==> src/rtl/spram_arbiter.sv <==
// Shares one single-port synchronous RAM between two requesters (port 0, port 1).
// Latency: request sampled in IDLE -> ack high two cycles later; isolated access takes 4 cycles.
// Backpressure: requesters hold req and fields until their one-cycle ack; the loser simply waits.
module spram_arbiter #(
    parameter int AW          = 16,
    parameter int DW          = 8,
    parameter int ROUND_ROBIN = 1
) (
    input  logic          clock,
    input  logic          reset,
    input  logic          p0_req,
    input  logic          p0_we,
    input  logic [AW-1:0] p0_addr,
    input  logic [DW-1:0] p0_wdata,
    output logic          p0_ack,
    output logic [DW-1:0] p0_rdata,
    input  logic          p1_req,
    input  logic          p1_we,
    input  logic [AW-1:0] p1_addr,
    input  logic [DW-1:0] p1_wdata,
    output logic          p1_ack,
    output logic [DW-1:0] p1_rdata,
    output logic [AW-1:0] ram_addr,
    output logic [DW-1:0] ram_data,
    output logic          ram_wren,
    input  logic [DW-1:0] ram_q,
    output logic          busy
);

    typedef enum logic [1:0] {IDLE, ISSUE, WAIT, ACK} state_t;

    state_t        state;
    logic          grant;       // port currently being served
    logic          last_grant;  // port most recently acked, used for round-robin ties
    logic          pick;        // winner when arbitrating from IDLE
    logic          load_sel;    // port whose fields get registered into the RAM pins
    logic          other_req;   // the non-granted port is requesting (used in ACK)
    logic          load_we;
    logic [AW-1:0] load_addr;
    logic [DW-1:0] load_wdata;

    // Winner selection from IDLE and field mux for whichever port is about to be issued.
    always_comb begin
        pick = 1'b0;
        if (p0_req && p1_req) begin
            pick = (ROUND_ROBIN != 0) ? ~last_grant : 1'b0;
        end else if (p1_req) begin
            pick = 1'b1;
        end
        // From ACK only the other port may be granted; the just-acked port's req is ignored.
        other_req  = grant ? p0_req : p1_req;
        load_sel   = (state == ACK) ? ~grant : pick;
        load_we    = load_sel ? p1_we    : p0_we;
        load_addr  = load_sel ? p1_addr  : p0_addr;
        load_wdata = load_sel ? p1_wdata : p0_wdata;
    end

    // Sequencer: IDLE -> ISSUE -> WAIT -> ACK, with a direct ACK -> ISSUE hand-over.
    always_ff @(posedge clock) begin
        if (reset) begin
            state      <= IDLE;
            grant      <= 1'b0;
            last_grant <= 1'b1;
            ram_addr   <= '0;
            ram_data   <= '0;
            ram_wren   <= 1'b0;
            p0_ack     <= 1'b0;
            p1_ack     <= 1'b0;
            p0_rdata   <= '0;
            p1_rdata   <= '0;
        end else begin
            case (state)
                IDLE: begin
                    if (p0_req || p1_req) begin
                        grant    <= load_sel;
                        ram_addr <= load_addr;
                        ram_data <= load_wdata;
                        ram_wren <= load_we;
                        state    <= ISSUE;
                    end
                end
                ISSUE: begin
                    // The RAM performs the access at this edge; write enable is one cycle wide.
                    ram_wren <= 1'b0;
                    state    <= WAIT;
                end
                WAIT: begin
                    // Write-through RAM: q carries the written data for writes too.
                    if (grant) begin
                        p1_rdata <= ram_q;
                        p1_ack   <= 1'b1;
                    end else begin
                        p0_rdata <= ram_q;
                        p0_ack   <= 1'b1;
                    end
                    last_grant <= grant;
                    state      <= ACK;
                end
                ACK: begin
                    p0_ack <= 1'b0;
                    p1_ack <= 1'b0;
                    if (other_req) begin
                        grant    <= load_sel;
                        ram_addr <= load_addr;
                        ram_data <= load_wdata;
                        ram_wren <= load_we;
                        state    <= ISSUE;
                    end else begin
                        state <= IDLE;
                    end
                end
                default: state <= IDLE;
            endcase
        end
    end

    assign busy = (state != IDLE);

endmodule

==> config.mk <==
export PLATFORM = sky130hd
export DESIGN_NAME = spram_arbiter
export DESIGN_NICKNAME = d
export VERILOG_FILES = /design/src/rtl/spram_arbiter.sv
export SDC_FILE = /design/constraint.sdc
export NUM_CORES = 1
export LEC_CHECK = 0
export ABC_AREA = 1
export BUFFER_PORTS_ARGS = -buffer_cell sky130_fd_sc_hd__buf_2
export CAP_MARGIN = 0
export CELL_PAD_IN_SITES_DETAIL_PLACEMENT = 2
export CELL_PAD_IN_SITES_GLOBAL_PLACEMENT = 2
export CORE_UTILIZATION = 23
export DETAILED_ROUTE_END_ITERATION = 8
export PLACE_DENSITY = 0.76
export SLEW_MARGIN = 20
export SYNTH_ARGS = -nofsm -noshare
export SYNTH_HDL_FRONTEND = slang
export SYNTH_SLANG_ARGS = --single-unit
==> constraint.sdc <==
create_clock -name clock -period 2.1 [get_ports clock]
set_clock_uncertainty 0.05 [all_clocks]
set_input_delay 0.315 -clock clock [delete_from_list [all_inputs] [get_ports clock]]
set_output_delay 0.315 -clock clock [all_outputs]
set_load 0.005 [all_outputs]
==> flow_metrics.env <==
export IMPL_place_inst=588
export IMPL_synth_cell_area_um2=2297
export IMPL_drtIter0Drc=38
export IMPL_met1_usage=0.1732
export IMPL_die_area_um2=10390
export IMPL_cp_data_arrival_time_ns=2.02
export IMPL_seq_area_frac_synth=0.4096
export IMPL_use_met3=0.03010
export IMPL_crit_fanout=26
export IMPL_p_per_area_nw_per_um2=1366
export IMPL_cts_sinks=47
export IMPL_fmax_ghz=0.5379
export IMPL_pwr_share_clk=0.165
export IMPL_synth_cell_types=21
export IMPL_worst_ep_required_time_ns=2.26
export IMPL_finalWirelength_um=7652
export IMPL_path_clk_slew_ns=0.10
export IMPL_hpwl_um=5934
export IMPL_grt_pass1_vias=2602
export IMPL_nets=530
export IMPL_postCtsSetupBuffers=0
export IMPL_ant_nets=0
export IMPL_synth_nets=427
export IMPL_start_kind="register"
export IMPL_grtUsageTotal=0.1504
export IMPL_ys_seq_elements=47
export IMPL_ir_worst_vdd_mv=0.3823
export IMPL_top_level_ports=106
export IMPL_vias=2569
export IMPL_antenna_found_initial=0
export IMPL_coreArea_um2=9729
export IMPL_wl_per_cell_um=12.84
export IMPL_path_class="register to register"
export IMPL_setup_ws_ns=0.2409
export IMPL_root_buffer="clkbuf_8"
export IMPL_dr_pass1_iters=4
export IMPL_period_share=0.8853
export IMPL_clock_latency_ns=0.30
export IMPL_row_count=36
export IMPL_vias_per_cell=4.310
export IMPL_setup_viol=0
export IMPL_syn_inst=359
export IMPL_reg2regPathDepth=9
export IMPL_slew_violations=0
export IMPL_grt_ovfl_total=0
export IMPL_fin_cells=596
export IMPL_finalSetupTns_ns=0
export IMPL_fp_dieW_um=101.9
export IMPL_rsz0062_at_grt="no"
export IMPL_total_leakage_power_nw=1.687
export IMPL_synth_edf_count=0
export IMPL_die_h_um=101.9
export IMPL_grt_max_degree=51
export IMPL_io_buffers=105
export IMPL_end_kind="register"
export IMPL_postCtsHoldBufs=0
export IMPL_worst_hold_path_type="primary input to register"
export IMPL_top_usage_layer="met2"
export IMPL_power_frac_comb=0.490
export IMPL_num_fill_cells=1247
export IMPL_seq_power_share=0.344
export IMPL_drc=0
export IMPL_synthToLayoutAreaGrowth_pct=34.37
export IMPL_maxCapViolCount=0
export IMPL_cts_max_path_buffers=2
export IMPL_p_sw_frac=0.4214
export IMPL_postLayoutCoreUtil=0.3173
export IMPL_ys_warn_count=0
export IMPL_n_antenna_cell=0
export IMPL_max_slew_worst_pin_slew_ns=0.7306
export IMPL_gp_congestion=0.7541
export IMPL_switchingPower_mw=1.777
export IMPL_relSlewSlack=0.5099
export IMPL_cts_tree="built"
export IMPL_final_common_cell="buf_2"
export IMPL_min_period_ns=1.859
export IMPL_cts_buffers=5
export IMPL_status="complete, no violations"
export IMPL_hold_viol=0
export IMPL_htree_levels=2
export IMPL_avgSynthCellArea_um2=6.399
export IMPL_grt_pass1_wl_um=12110
export IMPL_synth_main_ff_cell="dfxtp_1"
export IMPL_holdPathStages=2
export IMPL_layout_drive_gt1_share=0.2700
export IMPL_most_common_layout_cells="105 x buf_2, 104 x nand2_1, 87 x nor2_1"
export IMPL_async_flop_share=0
export IMPL_dp_slack_ns=0.1979
export IMPL_p_int_mw=2.440
export IMPL_start_util=0.2361
export IMPL_cts_resized=0
export IMPL_grtUsageMet2=0.2817
-- critical path: stages, from the launching register on --
cell and delay (ns):
dfxtp_1 0.37, ha_1 0.33, inv_2 0.10, nand3_2 0.23
nand2_4 0.33, nand2_1 0.11, nand2_1 0.08, nor2_1 0.04
nor2_1 0.08, nor2_1 0.04
-- metal layers --
| metal | vias up | share of wire |
|---|---|---|
| met4 | 0 | 0.014 |
| met1 | 1199 | 0.44 |
| met3 | 8 | 0.043 |
| met5 | - | 0 |
| met2 | 62 | 0.50 |
| li1 | 1300 | - |
-- Yosys cell counts, types with 3 or more instances --
cell type	count	share of area
nor2_1	87	0.14
ha_1	6	0.033
nand3_1	27	0.059
o21ai_0	21	0.046
buf_2	4	0.0087
nand2_1	104	0.17
clkinv_1	3	0.0049
dfxtp_1	47	0.41
a21oi_1	6	0.013
buf_4	6	0.020
inv_1	34	0.056
clkbuf_1	5	0.0082
-- flip-flops by register name, summed over array words and instances (netlist names) --
| name | cells |
|---|---|
| last_grant | 1 |
| p0_rdata | 8 |
| p0_ack | 1 |
| ram_data | 8 |
| p1_rdata | 8 |
| state | 2 |
| p1_ack | 1 |
| ram_wren | 1 |
| grant | 1 |
| ram_addr | 16 |
-- power groups by stage --
stage / registers (mW) / logic, mW / clock network (mW)
after floorplan: 1.49 / 1.30 / 0
after CTS: 1.47 / 2.14 / 0.731
after global routing: 1.51 / 2.40 / 0.765
after detailed placement: 1.49 / 2.12 / 0
final: 1.45 / 2.07 / 0.697
after global placement: 1.46 / 2.03 / 0
-- logic make-up (layout without fill, tap and decap cells) --
family                     after synthesis  in the layout  share of synthesized area
adders and majority gates                6              6                    0.03268
AOI/OAI and AO/OA                       31             31                    0.07298
DFF                                     47             47                     0.4096
buffers and inverters                   54            158                     0.1018
and+or+nand+nor                        221            221                     0.3829
-- path summary, 6_finish.rpt --
path / start / endpoint / slack (ns)
max: state[0] / ram_wren / 0.24
max reg2reg: state[0] / ram_wren / 0.24
min: reset / state[0] / 0.15
min reg2reg: p1_rdata[7] / p1_rdata[7] / 0.44
-- through the flow --
step	area (um^2)	power (mW)	hold slack [ns]
after CTS	3087	4.342	0.1458
after detailed placement	2972	3.610	0.4226
after global placement	2972	3.492	0.4104
after floorplan	2297	2.793	0.3341
after global routing	3087	4.671	0.1500
final	3087	4.218	0.1462
-- layout make-up --
| type | instances | area, um^2 | area share |
|---|---|---|---|
| Clock buffer | 5 | 68.82 | 0.02229 |
| Clock inverter | 3 | 46.29 | 0.01500 |
| Tap cell | 133 | 166.4 | 0.05391 |
| Sequential cell | 47 | 940.9 | 0.3048 |
| Inverter | 38 | 142.6 | 0.04621 |
| Multi-Input combinational cell | 258 | 1131 | 0.3664 |
| Timing Repair Buffer | 112 | 590.6 | 0.1913 |
Power figures use the tool's default switching activity.
